==> src/rtl/vga_timing_gen.sv <==
// Parameterised VGA raster timing generator: pixel/line counters, sync, blanking,
// line/frame strobes and a completed-frame counter, all registered on one edge.
module vga_timing_gen #(
    parameter int     H_ACTIVE = 1024,
    parameter int     H_FP     = 24,
    parameter int     H_SYNC   = 136,
    parameter int     H_BP     = 160,
    parameter int     V_ACTIVE = 768,
    parameter int     V_FP     = 3,
    parameter int     V_SYNC   = 6,
    parameter int     V_BP     = 29,
    parameter bit     HS_POL   = 1'b0,
    parameter bit     VS_POL   = 1'b0,
    parameter int     CNT_W    = 11,
    parameter int     FRAME_W  = 16
) (
    input  logic               i_clk,
    input  logic               i_rst,
    input  logic               i_ce,
    output logic [CNT_W-1:0]   o_hcount,
    output logic [CNT_W-1:0]   o_vcount,
    output logic               o_hsync,
    output logic               o_vsync,
    output logic               o_hblnk,
    output logic               o_vblnk,
    output logic               o_line_start,
    output logic               o_frame_start,
    output logic [FRAME_W-1:0] o_frame_cnt
);

    localparam int H_TOTAL = H_ACTIVE + H_FP + H_SYNC + H_BP;
    localparam int V_TOTAL = V_ACTIVE + V_FP + V_SYNC + V_BP;

    localparam logic [CNT_W-1:0] H_LAST = CNT_W'(H_TOTAL - 1);
    localparam logic [CNT_W-1:0] V_LAST = CNT_W'(V_TOTAL - 1);
    localparam logic [CNT_W-1:0] H_VIS  = CNT_W'(H_ACTIVE);
    localparam logic [CNT_W-1:0] V_VIS  = CNT_W'(V_ACTIVE);
    localparam logic [CNT_W-1:0] HS_BEG = CNT_W'(H_ACTIVE + H_FP);
    localparam logic [CNT_W-1:0] HS_END = CNT_W'(H_ACTIVE + H_FP + H_SYNC);
    localparam logic [CNT_W-1:0] VS_BEG = CNT_W'(V_ACTIVE + V_FP);
    localparam logic [CNT_W-1:0] VS_END = CNT_W'(V_ACTIVE + V_FP + V_SYNC);

    generate
        if (H_ACTIVE <= 0 || H_FP <= 0 || H_SYNC <= 0 || H_BP <= 0 ||
            V_ACTIVE <= 0 || V_FP <= 0 || V_SYNC <= 0 || V_BP <= 0 ||
            (2 ** CNT_W) < H_TOTAL || (2 ** CNT_W) < V_TOTAL) begin : g_bad_cfg
            $error("vga_timing_gen: zero timing field or CNT_W too narrow");
        end
    endgenerate

    logic [CNT_W-1:0]   r_hcount, r_vcount;
    logic               r_hsync, r_vsync, r_hblnk, r_vblnk;
    logic               r_line_start, r_frame_start;
    logic [FRAME_W-1:0] r_frame_cnt;

    logic               w_h_wrap, w_v_wrap;
    logic [CNT_W-1:0]   w_h_nxt, w_v_nxt;

    // Sync/blank are decoded from the next counts so they line up with the
    // counter values presented on the same edge.
    always_comb begin
        w_h_wrap = (r_hcount == H_LAST);
        w_v_wrap = w_h_wrap && (r_vcount == V_LAST);
        w_h_nxt  = w_h_wrap ? '0 : r_hcount + 1'b1;
        w_v_nxt  = r_vcount;
        if (w_h_wrap) begin
            w_v_nxt = w_v_wrap ? '0 : r_vcount + 1'b1;
        end
    end

    always_ff @(posedge i_clk or posedge i_rst) begin
        if (i_rst) begin
            r_hcount      <= '0;
            r_vcount      <= '0;
            r_hsync       <= ~HS_POL;
            r_vsync       <= ~VS_POL;
            r_hblnk       <= 1'b0;
            r_vblnk       <= 1'b0;
            r_line_start  <= 1'b0;
            r_frame_start <= 1'b0;
            r_frame_cnt   <= '0;
        end else begin
            r_line_start  <= 1'b0;
            r_frame_start <= 1'b0;
            if (i_ce) begin
                r_hcount      <= w_h_nxt;
                r_vcount      <= w_v_nxt;
                r_hsync       <= (w_h_nxt >= HS_BEG && w_h_nxt < HS_END) ? HS_POL : ~HS_POL;
                r_vsync       <= (w_v_nxt >= VS_BEG && w_v_nxt < VS_END) ? VS_POL : ~VS_POL;
                r_hblnk       <= (w_h_nxt >= H_VIS);
                r_vblnk       <= (w_v_nxt >= V_VIS);
                r_line_start  <= w_h_wrap;
                r_frame_start <= w_v_wrap;
                if (w_v_wrap) begin
                    r_frame_cnt <= r_frame_cnt + 1'b1;
                end
            end
        end
    end

    assign o_hcount      = r_hcount;
    assign o_vcount      = r_vcount;
    assign o_hsync       = r_hsync;
    assign o_vsync       = r_vsync;
    assign o_hblnk       = r_hblnk;
    assign o_vblnk       = r_vblnk;
    assign o_line_start  = r_line_start;
    assign o_frame_start = r_frame_start;
    assign o_frame_cnt   = r_frame_cnt;

endmodule

==> config.mk <==
export PLATFORM = sky130hd
export DESIGN_NAME = vga_timing_gen
export DESIGN_NICKNAME = d
export VERILOG_FILES = /design/src/rtl/vga_timing_gen.sv
export SDC_FILE = /design/constraint.sdc
export NUM_CORES = 1
export LEC_CHECK = 0
export ABC_CLOCK_PERIOD_IN_PS = 2400
export CELL_PAD_IN_SITES_DETAIL_PLACEMENT = 0
export CELL_PAD_IN_SITES_GLOBAL_PLACEMENT = 1
export CORE_ASPECT_RATIO = 0.75
export CORE_MARGIN = 3
export CORE_UTILIZATION = 36
export CTS_CLUSTER_DIAMETER = 200
export DETAILED_ROUTE_END_ITERATION = 16
export PLACE_DENSITY_LB_ADDON = 0.1
export SKIP_LAST_GASP = 1
export SLEW_MARGIN = 20
export SYNTH_ARGS = -nofsm -noshare
export SYNTH_HDL_FRONTEND = slang
export SYNTH_SLANG_ARGS = --single-unit
==> constraint.sdc <==
create_clock -name i_clk -period 2.4 [get_ports i_clk]
set_input_delay 0.6 -clock i_clk [delete_from_list [all_inputs] [get_ports i_clk]]
set_output_delay 0.6 -clock i_clk [all_outputs]
set_load 0.01 [all_outputs]
Word level (Yosys, flattened, before mapping)
Cells that the tools add are included.
Cells by class
  add/sub/neg operators: 3
  magnitude comparators: 6
  equality and inequality tests: 2
  multiplexer cells: 7
  reduce and logical (&&, ||, !) cells: 4
Operators by type and width (count)
  $mux W11: 3
  $add A11 B1 Y11 const B: 2
  $ge A11 B10 Y1 const B: 2
  $ge A11 B11 Y1 const B: 2
  $add A16 B1 Y16 const B: 1
  $eq A11 B10 Y1 const B: 1
  $eq A11 B11 Y1 const B: 1
  $lt A11 B10 Y1 const B: 1
  $lt A11 B11 Y1 const B: 1
  $mux W1: 4
  $logic_and A1 B1 Y1: 3
  $reduce_and A2 Y1: 1
Storage, ports and cells
  register bits: 44
  input port bits: 3
  output and inout port bits: 44
  logic and storage cells: 31

Logic depth before layout (Yosys ltp)
Gate-level depths: netlist of run 1.
  word-level depth: 7
  mapped depth: 9

Worst setup path after synthesis of run 1
Ideal clock, no wire load.
  kind: reg-to-reg
  start point: register r_hcount[0] (netlist: o_hcount[0])
  end point: register r_frame_cnt[6] (netlist: o_frame_cnt[6])
  arrival: 2.208 ns
  path slack: 0.065 ns
  cell stages (with the launch flop): 9
  buffers on the path: 1
  clock period less this slack: 2.335 ns
  cells stage by stage: dfrtp_1 > ha_1 > nand2_1 > nor3_1 > and3_1 > buf_6 > nand2_2 > or3_4 > xnor2_2
On the way
  word-level cells in the longest chain between the ends: 3
Ends and longest elaborated chain
  from (decl): line 51  | logic [CNT_W-1:0] r_hcount, r_vcount;
  from (signal assigned): line 86  | r_hcount <= w_h_nxt;
  $eq A11 B11 Y1: line 62  | w_h_wrap = (r_hcount == H_LAST);
  $logic_and A1 B1 Y1: line 63  | w_v_wrap = w_h_wrap && (r_vcount == V_LAST);
  $reduce_and A2 Y1 (no source line)
  to (signal assigned): line 95  | r_frame_cnt <= r_frame_cnt + 1'b1;
  to (decl): line 54  | logic [FRAME_W-1:0] r_frame_cnt;
Every way passes these cells.
A chain may end at the register's enable or synchronous reset.

Worst setup path after layout of run 1
  start point: register r_hcount[1] (netlist: o_hcount[1])
  end point: register r_vblnk (netlist: o_vblnk)
On the way
  word-level cells in the longest chain between the ends: 5
Ends and longest elaborated chain
  $eq A11 B11 Y1 (*): line 62
  $logic_and A1 B1 Y1: line 63
  $mux W11: line 67  | w_v_nxt = w_v_wrap ? '0 : r_vcount + 1'b1;
  $mux W11 (*): line 66  | if (w_h_wrap) begin
  $ge A11 B10 Y1 (*): line 91  | r_vblnk <= (w_v_nxt >= V_VIS);
  to (signal assigned): line 91
  to (decl): line 52  | logic r_hsync, r_vsync, r_hblnk, r_vblnk;
Mark *: on every way between the ends. The rest lies on a longest branch, timed or not.

==> summary.txt, run 1 <==
Run status
  – Outcome: completed

Die
  – Die width: slightly above 100 um
  – Rows: 25
  – Die area: between 8000 and 9000 um^2
  – Die Y: a little under 80 um
  – Initial Utilization: 38.9%
  – Io pins: 47
  – Core Area: approximately 6600 um^2

Global route
  – First-pass GRT wire length: 11500 um
  – Number of global-route vias before repair: roughly 2200
  – Total Routing Usage GR: around 17%
  – Initial antenna violation count: 0
  – Largest net degree at the start of global routing: 45
  – GR Overflow Total: 0

Final layout
  – Multi-input gate area: 1350 um^2
  – Seq. cell area: 1100 um^2
  – Fillers: roughly 620
  – # diodes: 0
  – Proportion of layout cells with a drive suffix above 1: between 10% and 20%
  – Area grow syn2layout: 35.8%
  – Nets@finish: around 360

Power
  – Worst VDD drop: roughly 0.42 mV
  – Switching Power: 0.653 mW
  – Clk pwr share: 28.7%
  – Sequential Power Share: 40.9%
  – Switching fraction of total power: a little under a third
  – Pleak: roughly 1.4 nW
  – Power share of the combinational group: between 30% and 40%
  – Power per cell area: approximately 610 nW/um^2
  – P_int: between 1 and 1.5 mW

Worst setup path
  – R2r setup slk: 260 ps
  – CP required: 2600 ps
  – Cell Chain, Critical Path: ha_1 > nand2_1 > or4_1 > a211oi_1 > a2bb2oi_1 > a221oi_1 > a21o_1
  – CP peak stage delay: approximately 640 ps
  – Startpoint Class: register
  – Crit-path max FO: 5
  – Crit. End Element: register
  – Setup CP Type: register to register
  – CP Data Arrival Time: 2350 ps
  – Reg2Reg Depth: 7
  – Worst path slowest cell: or4_1

Synthesis
  – Netlist cell types: 53
  – Main area contributors after synthesis: dfrtp_1, xnor2_1, o21ai_0
  – Ys async rst share: between 90% and 100%
  – Yosys reg bits: 44
  – Post-Syn Instances: 280
  – Post-synth EDFFs: 0
  – Mean Syn Cell Area: approximately 9.2 um^2
  – Count of warnings emitted by yosys: 0
  – Ys flop type: dfrtp_1
  – Yosys top cell by area: dfrtp_1
  – Most frequent cells after synthesis: dfrtp_1, nand2_1, nor2_1, o21ai_0, xnor2_1
  – Top-count cell post-synth: dfrtp_1
  – Sequential area share after synthesis: a little over two fifths
  – Syn Nets: about 290
  – Top cell type's share of synthesized area: 40.9%
  – Cell Area, Synth: ~2600 um^2

Clock network
  – Count of hold-fix buffers inserted at cts: 0
  – # Post-CTS Setup Buffers: 0
  – H-tree lvl count: 2
  – Clock transition at path regs: about 90 ps
  – CTS Sinks: 44
  – Root Buffer: clkbuf_8
  – Worst-Skew Late Latency: 310 ps
  – CTS tree: done
  – CTS buffer count: 5
  – Resize count post-CTS: 0
  – Clock Path Buffers: 2

Placement
  – GPL Wtd Cong: ~0.84
  – PortBufs: 46
  – Dpl hpwl: around 4800 um

Timing
  – Max-slew violation count: 0
  – Hold_ws: just under 500 ps
  – Slew margin rel.: a little over three fifths
  – Worst slew pin tran: 554 ps
  – Final setup viols: 0
  – Clock skew: ~8 ps
  – Hold Violations, Final: 0
  – Setup_tns: 0 ps
  – Maximum clock rate: ~0.47 GHz
  – Fin crit period: roughly 2100 ps
  – Period utilisation layout: about nine tenths
  – Unrepaired setup endpoints after global routing: false

Worst hold path
  – Hold WC Path Type: register to register
  – Hold path depth: 2

Run
  – Max Cap Viol: 0

Detailed routing
  – Remaining antenna violation count: 0
  – Drt pass-1 iters: 4
  – DR DRC count: 0
  – Vias: about 2300
  – Avg WL per Cell: around 15 um
  – Via/cell ratio: 5.20
  – Post-Route WL: ~6600 um
  – 1st-iter DRT viols: ~110
-- path summary, 6_finish.rpt --
check	from	end
max	o_hcount[1]$_DFFE_PP0P_	o_vblnk$_DFFE_PP0P_
min	o_hsync$_DFFE_PP1P_	o_hsync$_DFFE_PP1P_
max reg2reg	o_hcount[1]$_DFFE_PP0P_	o_vblnk$_DFFE_PP0P_
min reg2reg	o_hsync$_DFFE_PP1P_	o_hsync$_DFFE_PP1P_
max in group asynchronous	i_rst	o_vsync$_DFFE_PP1P_
min in group asynchronous	i_rst	o_hcount[9]$_DFFE_PP0P_
-- metal layers --
metal,track usage [%],wire length [um],vias up
li1,-,-,1163
met1,25.8,3450,1104
met2,25.0,2770,65
met3,3.49,347,6
met4,3.98,57,0
met5,0,0,-
-- through the flow --
stage	std cells	utilization [%]	cell area [um^2]	power, mW	setup WS [ps]
detailed placement	442	51.1	3370	1.52	-47.5
floorplan	280	-	2570	1.21	65.4
global route	450	52.8	3490	2.25	110
finish	450	52.8	3490	2.11	259
CTS	450	52.8	3490	2.13	260
global placement	442	51.1	3370	1.52	-4.35
-- final cells by class --
| class | instances | share of cell area [%] |
|---|---|---|
| multi-input cells | 208 | 38.6 |
| flip-flops and latches | 44 | 31.6 |
| repair buffers | 84 | 21.7 |
| well taps | 94 | 3.37 |
| clock buffers | 5 | 1.97 |
| clock inverters | 3 | 1.33 |
| inverters | 12 | 1.29 |
-- flip-flops by register name, summed over array words and instances, names as in the netlist --
name and cells:
o_frame_cnt 16, o_hcount 11, o_vcount 11, o_vsync 1, o_vblnk 1, o_line_start 1
o_hsync 1, o_frame_start 1, o_hblnk 1
-- critical path, delay by kind of cell (launching register included) --
family	cells	cell delay, ps
AO/OA/AOI/OAI	4	770
adder cells (fa/ha/maj)	1	190
flip-flops	1	360
AND/OR/NAND/NOR	2	720
-- kinds of logic after synthesis --
group                      after synthesis  synth area share [%]
AOI/OAI and AO/OA                       64                  16.2
xor gates and xnor gates                26                  9.16
adders and majority gates                5                  2.44
buffers and inverters                   28                  4.58
DFF                                     44                  43.0
muxes                                    4                  1.70
and+or+nand+nor                        109                  23.0
-- power by group through the flow --
stage	Combinational (mW)	Clock, mW	Sequential [mW]
2_1_floorplan	0.270	0	0.941
3_3_place_gp	0.638	0	0.878
3_5_place_dp	0.645	0	0.879
4_1_cts	0.648	0.620	0.864
5_1_grt	0.718	0.656	0.876
6_report	0.641	0.605	0.864
-- cells in the final DEF, fill, tap and decap left out, types with 2 or more instances in the layout --
master	synthesis	final
dfrtp_1	42	42
o21ai_0	22	22
and4_1	4	4
o31ai_1	7	7
a32o_1	2	2
xnor2_1	19	19
ha_1	5	5
nand2_1	27	27
xor2_1	6	6
nand2b_1	3	3
clkdlybuf4s50_1	0	46
nor3_1	5	5
a31oi_1	4	4
or4_1	2	2
and3_1	5	5
buf_4	0	37
or3_1	2	2
a21oi_1	10	10
a211oi_1	6	6
a221oi_1	3	3
nand4_1	7	7
dfstp_2	2	2
nand4bb_1	2	2
nor2_1	25	25
clkbuf_8	0	5
nand3_1	14	14
inv_1	12	11
mux2_2	3	3
nor4_1	2	2
No activity file was read; power rests on OpenSTA's default activity.
==> run 2, diff against run 1 <==
Settings changed: CORE_ASPECT_RATIO 0.75 to 0.5.
==> summary.txt, run 2 (same netlist as run 1, synthesis figures left out) <==
Worst setup path
  – Cell Chain, Critical Path: ha_1 > nand2_1 > or4_1 > a211oi_1 > a2bb2oi_2 > a221oi_1 > a21o_1
  – Startpoint Class: register
  – Crit. End Element: register
  – Reg2Reg Depth: 7 (unchanged)
  – Crit path launch: o_hcount[0]$_DFFE_PP0P_
  – Worst path slowest cell: or4_1
  – Setup crit end: o_vblnk$_DFFE_PP0P_
  – CP Data Arrival Time: 2420 ps (+70 ps)
  – Setup CP Type: register to register
  – CP peak stage delay: 660 ps (+20 ps)
  – Worst r2r src: o_hcount[0]$_DFFE_PP0P_
  – Reg2reg end: o_vblnk$_DFFE_PP0P_
  – Crit-path max FO: 5 (unchanged)
  – R2r setup slk: 150 ps (-110 ps)
  – CP required: 2580 ps (-20 ps)

Power
  – Switching Power: 0.644 mW (-1.3%)
  – Switching fraction of total power: 27.5% (-3.4 points)
  – P_int: 1.70 mW (+16%)
  – Pleak: 1.48 nW (+2.3%)
  – Power per cell area: 656 nW/um^2 (+8.5%)
  – Worst VDD drop: 0.255 mV (-40%)
  – Sequential Power Share: 36.6% (-4.3 points)
  – Clk pwr share: 35.1% (+6.4 points)
  – Power share of the combinational group: 28.3% (-2.1 points)

Timing
  – Clock skew: 4.50 ps (-3.56 ps)
  – Unrepaired setup endpoints after global routing: true
  – Slew margin rel.: 58.8% (-4.0 points)
  – Maximum clock rate: 0.445 GHz (-4.8%)
  – Period utilisation layout: 93.7% (+4.5 points)
  – Max-slew violation count: 0 (unchanged)
  – Worst slew pin tran: 614 ps (+60.4 ps)
  – Setup_tns: 0 ps (unchanged)
  – Fin crit period: 2250 ps (+108 ps)
  – Final setup viols: 0 (unchanged)
  – Hold Violations, Final: 0 (unchanged)

Worst hold path
  – Hold WC Path Type: register to register

Detailed routing
  – 1st-iter DRT viols: 144 (+33%)
  – Avg WL per Cell: 15.0 um (+2.0%)
  – DR DRC count: 0 (unchanged)
  – Via/cell ratio: 5.24 (+0.79%)
  – Vias: 2346 (+0.34%)
  – Drt pass-1 iters: 4 (unchanged)
  – Post-Route WL: 6730 um (+1.5%)
  – Remaining antenna violation count: 0 (unchanged)

Global route
  – Total Routing Usage GR: 17.2% (+0.13 points)
  – M1 GR Usage: 24.3% (-1.6 points)
  – Met2 global-route usage: 26.8% (+1.8 points)
  – Largest net degree at the start of global routing: 29 (-36%)
  – Initial antenna violation count: 0 (unchanged)
  – Number of global-route vias before repair: 2263 (+2.4%)
  – First-pass GRT wire length: 11500 um (+0.42%)
  – GR Overflow Total: 0 (unchanged)
  – Grt met3 use: 4.06% (+0.57 points)
  – GRT busiest layer: met2

Die
  – Core Area: 6810 um^2 (+3.1%)
  – Io pins: 47 (unchanged)
  – Die Y: 65.7 um (-17%)
  – Die width: 125 um (+21%)
  – Initial Utilization: 37.7% (-1.2 points)
  – Rows: 21 (-16%)
  – Die area: 8250 um^2 (+0.62%)

Final layout
  – Proportion of layout cells with a drive suffix above 1: 17.4% (+0.28 points)
  – Commonest non-fill, non-tap cell in the layout: clkdlybuf4s50_1
  – # diodes: 0 (unchanged)
  – Multi-input gate area: 1360 um^2 (+0.93%)
  – Most frequent cells in the layout: clkdlybuf4s50_1, dfrtp_1, buf_4
  – Max reg flops: 16 (unchanged)
  – Nets@finish: 363 (unchanged)
  – Seq. cell area: 1100 um^2 (unchanged)
  – Fin cells: 448 (-0.44%)
  – Area grow syn2layout: 38.8%
  – Fillers: 617 (-0.80%)

Placement
  – GPL Wtd Cong: 0.823 (-2.0%)
  – Post-placement cell count: 440 (-0.45%)
  – Dpl hpwl: 4950 um (+4.0%)
  – PortBufs: 46 (unchanged)

Clock network
  – Clock Path Buffers: 2 (unchanged)
  – Root Buffer: clkbuf_16
  – Worst-Skew Late Latency: 280 ps (-30 ps)
  – CTS Sinks: 44 (unchanged)
  – CTS tree: done
  – H-tree lvl count: 2 (unchanged)
  – Clock transition at path regs: 60 ps (-30 ps)
  – CTS buffer count: 5 (unchanged)

Run status
  – Outcome: completed

Run
  – Max Cap Viol: 0 (unchanged)
[run 2: cell count changes in the layout (fill, tap and decap cells not counted), sizes merged]
cell	delta
clkbuf	+2
inv	-2
clkinv	+1
clkinvlp	-1
[run 2: how the worst min path moves through the flow]
stage	from	endpoint	slack, ps	depth (start not counted)
after global placement	o_vblnk$_DFFE_PP0P_	o_vblnk$_DFFE_PP0P_	470	1
after floorplan	o_hsync$_DFFE_PP1P_	o_hsync$_DFFE_PP1P_	490	2
after CTS	o_vblnk$_DFFE_PP0P_	o_vblnk$_DFFE_PP0P_	480	1
final	o_vblnk$_DFFE_PP0P_	o_vblnk$_DFFE_PP0P_	480	1
after detailed placement	o_vblnk$_DFFE_PP0P_	o_vblnk$_DFFE_PP0P_	470	1
after global routing	o_vblnk$_DFFE_PP0P_	o_vblnk$_DFFE_PP0P_	500	1
[run 2: stage by stage]
| stage | util [%] | setup WS [ps] | area [um^2] | power [mW] | hold WS [ps] |
|---|---|---|---|---|---|
| 2_1_floorplan | - | 65.4 | 2570 | 1.21 | 491 |
| 3_3_place_gp | 49.5 | 5.99 | 3370 | 1.51 | 465 |
| 3_5_place_dp | 49.5 | -27.8 | 3370 | 1.53 | 469 |
| 4_1_cts | 52.2 | 99.5 | 3550 | 2.36 | 482 |
| 5_1_grt | 52.4 | -30.7 | 3560 | 2.48 | 501 |
| 6_report | 52.4 | 151 | 3560 | 2.34 | 478 |
[run 2: layout make-up]
class / count / share of cell area [%]
inverter: 12 / 1.26
timing repair buffer: 84 / 21.3
tap: 92 / 3.23
sequential: 44 / 31.0
multi-input combinational: 208 / 38.2
clock inverter: 1 / 0.842
clock buffer: 7 / 4.28
[run 2: repair_timing]
action,4_1_cts,5_1_grt
hold buffers,0,0
endpoints found under the setup margin,0,2
resized for setup,0,2
setup buffers,0,0
[run 2: metal layers]
layer,vias to the layer above,part of all wire (%)
met1,1120,50
met4,0,0.94
met5,-,0
met3,7,4.9
met2,65,44
li1,1154,-
[run 2: worst max-delay path, delay by kind of cell (launching register included)]
family          cells  cell delay, ps
simple gates        2             760
compound gates      4             770
flops               1             350
fa+ha+maj           1             260
[run 2: power groups by stage]
stage          Clock (mW)  Sequential [mW]  Combinational [mW]
3_3_place_gp            0            0.868               0.644
6_report            0.822            0.857               0.661
3_5_place_dp            0            0.871               0.659
4_1_cts             0.842            0.858               0.661
2_1_floorplan           0            0.941               0.270
5_1_grt             0.877            0.866               0.736
